## src/rtl/jump_pkg.sv

```systemverilog
// Shared definitions for the jump physics block: channel state encoding and
// default parameter values used by the top level and each channel.
package jump_pkg;

  localparam int NUM_P_DEF     = 2;
  localparam int Y_W_DEF       = 16;
  localparam int TICK_DIV_DEF  = 500000;
  localparam int JUMP_H_DEF    = 60;
  localparam int CEIL_Y_DEF    = 0;
  localparam int GROUND_Y_DEF  = 180;
  localparam int MAX_JUMPS_DEF = 2;

  localparam logic [1:0] ST_IDLE = 2'd0;
  localparam logic [1:0] ST_RISE = 2'd1;
  localparam logic [1:0] ST_FALL = 2'd2;

  typedef enum logic [1:0] {
    S_IDLE = ST_IDLE,
    S_RISE = ST_RISE,
    S_FALL = ST_FALL
  } jump_state_e;

endpackage

```

## src/rtl/jump_physics_if.sv

```systemverilog
// Player-side bundle: positions and buttons in, movement strobes and status out.
interface jump_physics_if #(
  parameter int NUM_P = 2,
  parameter int Y_W   = 16,
  parameter int JC_W  = 2
);
  // up_cmd/drop_cmd are single-cycle strobes acting as their own valid; there
  // is no ready: the player logic must consume each strobe in the cycle seen.
  logic [NUM_P*Y_W-1:0]  p_y;
  logic [NUM_P-1:0]      jump_btn;
  logic                  freeze;
  logic [NUM_P-1:0]      up_cmd;
  logic [NUM_P-1:0]      drop_cmd;
  logic [NUM_P-1:0]      airborne;
  logic [NUM_P*JC_W-1:0] jumps_used;
  logic [NUM_P*2-1:0]    dbg_state;

  modport master (
    output p_y, jump_btn, freeze,
    input  up_cmd, drop_cmd, airborne, jumps_used, dbg_state
  );

  modport slave (
    input  p_y, jump_btn, freeze,
    output up_cmd, drop_cmd, airborne, jumps_used, dbg_state
  );
endinterface

```

## src/rtl/jump_channel.sv

```systemverilog
// One player's jump FSM (IDLE/RISE/FALL) with tick divider, apex target and
// multi-jump accounting. All outputs are registered.
module jump_channel
  import jump_pkg::*;
#(
  parameter int Y_W       = Y_W_DEF,
  parameter int TICK_DIV  = TICK_DIV_DEF,
  parameter int JUMP_H    = JUMP_H_DEF,
  parameter int CEIL_Y    = CEIL_Y_DEF,
  parameter int GROUND_Y  = GROUND_Y_DEF,
  parameter int MAX_JUMPS = MAX_JUMPS_DEF,
  localparam int JC_W     = $clog2(MAX_JUMPS + 1),
  localparam int CNT_W    = $clog2(TICK_DIV)
) (
  input  logic            clk,
  input  logic            rst,
  input  logic [Y_W-1:0]  y_i,
  input  logic            btn_i,
  input  logic            freeze_i,
  output logic            up_o,
  output logic            drop_o,
  output logic            airborne_o,
  output logic [JC_W-1:0] jumps_o,
  output logic [1:0]      state_o
);

  localparam logic [CNT_W-1:0] CNT_LAST  = CNT_W'(TICK_DIV - 1);
  localparam logic [Y_W:0]     LIFT_MIN  = (Y_W + 1)'(CEIL_Y + JUMP_H);
  localparam logic [Y_W-1:0]   JUMP_H_Y  = Y_W'(JUMP_H);
  localparam logic [Y_W-1:0]   CEIL_YV   = Y_W'(CEIL_Y);
  localparam logic [Y_W-1:0]   GROUND_YV = Y_W'(GROUND_Y);
  localparam logic [JC_W-1:0]  MAX_J     = JC_W'(MAX_JUMPS);

  logic [1:0]      state_q, state_d;
  logic [CNT_W-1:0] cnt_q, cnt_d;
  logic [Y_W-1:0]  target_q, target_d;
  logic [JC_W-1:0] jumps_q, jumps_d;
  logic            btn_prev_q, btn_prev_d;
  logic            armed_q, armed_d;
  logic            up_q, up_d;
  logic            drop_q, drop_d;
  logic            airborne_q, airborne_d;
  logic            jump_ev;
  logic [Y_W-1:0]  target_new;

  // armed_q stays low for the first cycle after reset so a button held
  // through reset release is absorbed into the edge history, not a jump.
  always_comb begin
    jump_ev    = armed_q & btn_i & ~btn_prev_q & ~freeze_i;
    target_new = ({1'b0, y_i} >= LIFT_MIN) ? (y_i - JUMP_H_Y) : CEIL_YV;
    state_d    = state_q;
    cnt_d      = cnt_q;
    target_d   = target_q;
    jumps_d    = jumps_q;
    btn_prev_d = btn_i;
    armed_d    = 1'b1;
    up_d       = 1'b0;
    drop_d     = 1'b0;
    if (!freeze_i) begin
      if (jump_ev && (jumps_q < MAX_J)) begin
        state_d  = ST_RISE;
        target_d = target_new;
        cnt_d    = '0;
        jumps_d  = jumps_q + JC_W'(1);
      end else begin
        case (state_q)
          ST_IDLE: ;
          ST_RISE: begin
            if (y_i <= target_q) begin
              state_d = ST_FALL;
              cnt_d   = '0;
            end else if (cnt_q == CNT_LAST) begin
              cnt_d = '0;
              up_d  = 1'b1;
            end else begin
              cnt_d = cnt_q + CNT_W'(1);
            end
          end
          ST_FALL: begin
            if (y_i >= GROUND_YV) begin
              state_d = ST_IDLE;
              jumps_d = '0;
              cnt_d   = '0;
            end else if (cnt_q == CNT_LAST) begin
              cnt_d  = '0;
              drop_d = 1'b1;
            end else begin
              cnt_d = cnt_q + CNT_W'(1);
            end
          end
          default: state_d = ST_IDLE;
        endcase
      end
    end
    airborne_d = (state_d != ST_IDLE);
  end

  always_ff @(posedge clk or posedge rst) begin
    if (rst) begin
      state_q    <= ST_IDLE;
      cnt_q      <= '0;
      target_q   <= '0;
      jumps_q    <= '0;
      btn_prev_q <= 1'b0;
      armed_q    <= 1'b0;
      up_q       <= 1'b0;
      drop_q     <= 1'b0;
      airborne_q <= 1'b0;
    end else begin
      state_q    <= state_d;
      cnt_q      <= cnt_d;
      target_q   <= target_d;
      jumps_q    <= jumps_d;
      btn_prev_q <= btn_prev_d;
      armed_q    <= armed_d;
      up_q       <= up_d;
      drop_q     <= drop_d;
      airborne_q <= airborne_d;
    end
  end

  assign up_o       = up_q;
  assign drop_o     = drop_q;
  assign airborne_o = airborne_q;
  assign jumps_o    = jumps_q;
  assign state_o    = state_q;

endmodule

```

## src/rtl/jump_physics.sv

```systemverilog
// Multi-player jump physics: NUM_P independent jump channels sharing a clock
// and a global freeze.
module jump_physics
  import jump_pkg::*;
#(
  parameter int NUM_P     = NUM_P_DEF,
  parameter int Y_W       = Y_W_DEF,
  parameter int TICK_DIV  = TICK_DIV_DEF,
  parameter int JUMP_H    = JUMP_H_DEF,
  parameter int CEIL_Y    = CEIL_Y_DEF,
  parameter int GROUND_Y  = GROUND_Y_DEF,
  parameter int MAX_JUMPS = MAX_JUMPS_DEF,
  localparam int JC_W     = $clog2(MAX_JUMPS + 1)
) (
  input logic           clk,
  input logic           rst,
  jump_physics_if.slave bus
);

  logic [NUM_P-1:0]      up_w;
  logic [NUM_P-1:0]      drop_w;
  logic [NUM_P-1:0]      air_w;
  logic [NUM_P*JC_W-1:0] jc_w;
  logic [NUM_P*2-1:0]    st_w;

  for (genvar i = 0; i < NUM_P; i++) begin : g_ch
    jump_channel #(
      .Y_W      (Y_W),
      .TICK_DIV (TICK_DIV),
      .JUMP_H   (JUMP_H),
      .CEIL_Y   (CEIL_Y),
      .GROUND_Y (GROUND_Y),
      .MAX_JUMPS(MAX_JUMPS)
    ) u_ch (
      .clk       (clk),
      .rst       (rst),
      .y_i       (bus.p_y[i*Y_W +: Y_W]),
      .btn_i     (bus.jump_btn[i]),
      .freeze_i  (bus.freeze),
      .up_o      (up_w[i]),
      .drop_o    (drop_w[i]),
      .airborne_o(air_w[i]),
      .jumps_o   (jc_w[i*JC_W +: JC_W]),
      .state_o   (st_w[i*2 +: 2])
    );
  end

  assign bus.up_cmd     = up_w;
  assign bus.drop_cmd   = drop_w;
  assign bus.airborne   = air_w;
  assign bus.jumps_used = jc_w;
  assign bus.dbg_state  = st_w;

endmodule

```

## src/flat_wrapper.sv

```systemverilog
// flat-port wrapper written by rule: the top's interface ports become plain ports
module jump_physics_flat import jump_pkg::*;
#(
  parameter int NUM_P     = NUM_P_DEF,
  parameter int Y_W       = Y_W_DEF,
  parameter int TICK_DIV  = TICK_DIV_DEF,
  parameter int JUMP_H    = JUMP_H_DEF,
  parameter int CEIL_Y    = CEIL_Y_DEF,
  parameter int GROUND_Y  = GROUND_Y_DEF,
  parameter int MAX_JUMPS = MAX_JUMPS_DEF,
  localparam int JC_W     = $clog2(MAX_JUMPS + 1)
)
  (clk, rst, bus_p_y, bus_jump_btn, bus_freeze, bus_up_cmd, bus_drop_cmd, bus_airborne, bus_jumps_used, bus_dbg_state);
  jump_physics_if #(.NUM_P(NUM_P), .Y_W(Y_W), .JC_W((2))) bus_i ();
  input logic clk;
  input logic rst;
  input wire logic [$bits(bus_i.p_y)-1:0] bus_p_y;
  input wire logic [$bits(bus_i.jump_btn)-1:0] bus_jump_btn;
  input wire logic [$bits(bus_i.freeze)-1:0] bus_freeze;
  output wire logic [$bits(bus_i.up_cmd)-1:0] bus_up_cmd;
  output wire logic [$bits(bus_i.drop_cmd)-1:0] bus_drop_cmd;
  output wire logic [$bits(bus_i.airborne)-1:0] bus_airborne;
  output wire logic [$bits(bus_i.jumps_used)-1:0] bus_jumps_used;
  output wire logic [$bits(bus_i.dbg_state)-1:0] bus_dbg_state;
  assign bus_i.p_y = bus_p_y;
  assign bus_i.jump_btn = bus_jump_btn;
  assign bus_i.freeze = bus_freeze;
  assign bus_up_cmd = bus_i.up_cmd;
  assign bus_drop_cmd = bus_i.drop_cmd;
  assign bus_airborne = bus_i.airborne;
  assign bus_jumps_used = bus_i.jumps_used;
  assign bus_dbg_state = bus_i.dbg_state;
  jump_physics #(.NUM_P(NUM_P), .Y_W(Y_W), .TICK_DIV(TICK_DIV), .JUMP_H(JUMP_H), .CEIL_Y(CEIL_Y), .GROUND_Y(GROUND_Y), .MAX_JUMPS(MAX_JUMPS)) u_core (.clk(clk), .rst(rst), .bus(bus_i));
endmodule
```

## config.mk

```make
export PLATFORM = sky130hd
export DESIGN_NAME = jump_physics_flat
export DESIGN_NICKNAME = d
export VERILOG_FILES = /design/src/rtl/jump_pkg.sv /design/src/rtl/jump_physics_if.sv /design/src/rtl/jump_channel.sv /design/src/rtl/jump_physics.sv /design/src/flat_wrapper.sv
export SDC_FILE = /design/constraint.sdc
export NUM_CORES = 1
export LEC_CHECK = 0
export CAP_MARGIN = 20
export CORE_ASPECT_RATIO = 1.5
export CORE_UTILIZATION = 58
export CTS_BUF_LIST = sky130_fd_sc_hd__clkbuf_8 sky130_fd_sc_hd__clkbuf_16
export DETAILED_ROUTE_END_ITERATION = 10
export PLACE_DENSITY = 0.85
export SYNTH_ARGS = -nofsm -noshare
export SYNTH_HDL_FRONTEND = slang
export SYNTH_SLANG_ARGS = --single-unit
```

## constraint.sdc

```tcl
create_clock -name clk -period 3.9 [get_ports clk]
set_input_delay 0.975 -clock clk [delete_from_list [all_inputs] [get_ports clk]]
set_output_delay 0.975 -clock clk [all_outputs]
set_load 0.01 [all_outputs]
```

==> results by group <==
Timing
  – Period Utilization, post-route: 84.91%
  – FMAX: 302.0 MHz
  – Layout Skew: 4.512 ps
  – Setup violations, final: 0
  – Slew Viols, Final: 0
  – Setup TNS: 0 ps
  – RSZ-0062 raised after global routing: false
  – Final Hold Violating Endpoints: 0
  – Worst Max-Slew Pin Slew: 742.6 ps
  – Slew headroom: 50.04%
  – Worst hold slack: 480.5 ps
  – Min Tclk post-route: 3311 ps

Run
  – Max cap viols: 0

Synthesis
  – Asr flop ratio synth: 100.0%
  – Synth warnings: 0
  – Synth Area per Inst: 8.705 sq um
  – #FFs+latches synth: 87
  – Primary FF master, synth: dfrtp_1
  – Post-synthesis sequential area ratio: 39.57%
  – Cells after Synth: 632
  – Cell Area, Synth: 5502 sq um
  – EDFF count, synth: 0
  – Net count after synthesis: 709
  – Netlist cell types: 67

Cells and area
  – Area of the multi-input gates: 2970 sq um
  – Fillers: 681
  – Diode count: 0
  – Area grow syn2layout: 17.56%
  – Nets@finish: 762
  – Sequential Area: 2177 sq um
  – Post-Layout Cell Count: 800
  – Share of cells above drive strength 1: 7.703%

Floorplanning
  – Die Ht: 121.3 microns
  – Initial cell density of the core: 59.45%
  – Die X: 81.52 microns
  – DIE AREA: 9887 sq um
  – Core area: 9254 sq um
  – Row count: 43
  – IO Count: 51

Setup path
  – Setup crit start kind: input port
  – Crit path DAT: 3550 ps
  – Max FO, Critical Path: 14
  – Nature of the critical path endpoint: flop
  – Most common cell on crit path: a31oi_1
  – CP Cell Sequence: clkdlybuf4s50_1 > ha_1 > nand4_1 > a2111o_1 > a31oi_1 > mux2_2 > buf_4 > a31oi_1 > o21ai_0
  – Critical path's slowest cell: clkdlybuf4s50_1
  – Critical setup path kind: in2reg
  – Required time of the critical path: 4140 ps
  – CP max stage delay: 530 ps

Detailed routing
  – Routed len/inst: 16.59 microns
  – Initial drt markers: 374
  – Vias after detailed routing: 4,957
  – Final wirelength: 13,280 microns
  – Drt pass-1 iters: 5
  – DR DRC count: 0
  – Vias per cell: 6.196
  – Post-route ant nets: 0

Global route
  – Largest net degree at the start of global routing: 70
  – First-pass GRT wire length: 21,870 microns
  – Initial antenna violation count: 0
  – Grt total ovfl: 0
  – Total GRT Usage: 28.63%
  – Vias in the first global route: 4,910

Clock tree
  – Max clock buf depth: 2
  – Post-CTS setup buffers: 0
  – # H-tree levels: 3
  – Root buf cell: clkbuf_16
  – Clk sink count: 87
  – Clock transition at the registers of the reported paths: 60 ps
  – Worst-Skew Late Latency: 340 ps
  – Total clock buffers created by CTS: 9
  – CTS tree: yes
  – Post_cts resized: 0
  – Cts hold-fix bufs: 0

Placement
  – Placer Congestion: 0.8851
  – Final HPWL DP: 9332 microns
  – Cell count after placement: 786
  – IO buf count: 50

Status
  – Status: complete, no violations

Power and ir drop
  – Static Leak: 2.757 nW
  – P per Cell Area: 557.7 nW/um^2
  – Maximum VDD drop: 0.3305 mV

Min path
  – Worst min path class: reg2reg
## final cells by class
class	instances	area share [%]
Multi-Input combinational cell	463	45.93
Sequential cell	87	33.66
Timing Repair Buffer	68	10.02
Clock buffer	11	3.908
Inverter	56	3.269
Tap cell	112	2.167
Clock inverter	3	1.045
## worst max-delay path, delay by kind of cell
| kind | cells | cell delay (ps) |
|---|---|---|
| mux | 1 | 260 |
| buf+inv | 2 | 730 |
| compound gates | 4 | 1030 |
| fa+ha+maj | 1 | 400 |
| simple gates | 1 | 160 |
## cells in the mapped netlist, types with 3 or more instances
cell type	instances	area, sq um
a211oi_1	4	30.03
a21o_1	3	22.52
a21oi_1	28	140.1
a21oi_2	4	35.03
a31oi_1	14	87.58
and2_1	4	25.02
and3_1	6	37.54
and4_1	3	26.28
buf_4	8	60.06
clkbuf_1	14	52.55
dfrtp_1	87	2177
ha_1	40	500.5
inv_1	55	206.5
mux2i_1	6	60.06
nand2_1	56	210.2
nand2b_1	12	75.07
nand3_1	37	185.2
nand4_1	15	93.84
nor2_1	49	183.9
nor2b_1	7	43.79
nor3_1	23	115.1
nor4_1	7	43.79
o211ai_1	3	22.52
o21ai_0	40	200.2
o22ai_1	25	156.4
or3_1	15	93.84
xnor2_1	16	140.1
xor2_1	4	35.03
## metrics by stage
step / setup WS, ps / utilization, % / area, sq um / total power, mW
final: 588.7 / 69.89 / 6467 / 3.607
after global routing: 440.3 / 69.89 / 6467 / 3.854
after CTS: 596.8 / 69.89 / 6467 / 3.611
after detailed placement: 253.5 / 66.43 / 6147 / 2.655
after global placement: 331.7 / 66.43 / 6147 / 2.577
after floorplan: 674.8 / - / 5502 / 2.230
## layout by cell type (no fill, tap or decap), types with 3 or more instances in the layout
master            n
a21o_1            3
dfrtp_1          87
a211oi_1          4
nand4_1          15
inv_1            54
ha_1             40
and4_1            3
nand3_1          37
nor3_1           23
or3_1            15
nand2b_1         12
clkbuf_16         9
o21ai_0          40
xnor2_1          16
buf_4            17
a21oi_2           4
nand2_1          56
a31oi_1          14
and3_1            6
o22ai_1          25
o211ai_1          3
clkdlybuf4s50_1  50
nor2_1           49
mux2i_1           6
a21oi_1          28
nor2b_1           7
and2_1            4
nor4_1            7
xor2_1            4
## kinds of logic after synthesis
| group | count (synthesis) | synth area share (%) |
|---|---|---|
| AOI/OAI and AO/OA | 143 | 16.40 |
| xor gates and xnor gates | 20 | 3.184 |
| adders and majority gates | 40 | 9.097 |
| buffers and inverters | 82 | 6.436 |
| DFF | 87 | 39.57 |
| muxes | 8 | 1.501 |
| other | 1 | 0.06816 |
| and+or+nand+nor | 251 | 23.74 |
## flip-flops by register name, indices dropped and copies added (netlist names)
| register | flops |
|---|---|
| u_core.g_ch.u_ch.target_q | 32 |
| u_core.g_ch.u_ch.airborne_o | 2 |
| u_core.g_ch.u_ch.cnt_q | 38 |
| u_core.g_ch.u_ch.state_o | 4 |
| u_core.g_ch.u_ch.drop_o | 2 |
| u_core.g_ch.u_ch.up_o | 2 |
| u_core.g_ch.u_ch.armed_q | 1 |
| u_core.g_ch.u_ch.btn_prev_q | 2 |
| u_core.g_ch.u_ch.jumps_o | 4 |
## power breakdown
group	total, mW	switching (mW)	internal [mW]	leakage [nW]
clock network	0.939	0.350	0.589	0.154
logic	1.32	0.743	0.574	1.49
registers	1.35	0.187	1.16	1.12
## layer usage
layer	vias to the layer above	wire [microns]	track usage (%)
met1	2389	5469	33.33
met3	45	654	6.541
met5	-	0	0
met4	0	378	12.61
li1	2358	-	-
met2	165	6772	48.96
## path summary, 6_finish.rpt
| kind | start | end | cells after the start | slack, ps |
|---|---|---|---|---|
| max in group asynchronous | rst | u_core.g_ch[1].u_ch.cnt_q[1] | 3 | 2310 |
| hold / removal | u_core.g_ch[1].u_ch.target_q[14] | u_core.g_ch[1].u_ch.target_q[14] | 2 | 480 |
| setup reg to reg | u_core.g_ch[1].u_ch.cnt_q[0] | u_core.g_ch[1].u_ch.cnt_q[17] | 8 | 1150 |
| setup / recovery | bus_p_y[23] | u_core.g_ch[1].u_ch.cnt_q[13] | 9 | 590 |
| min in group asynchronous | rst | u_core.g_ch[0].u_ch.airborne_o | 2 | 920 |
| hold reg to reg | u_core.g_ch[1].u_ch.target_q[14] | u_core.g_ch[1].u_ch.target_q[14] | 2 | 480 |
Note: power is estimated with default switching activity, not from simulation.
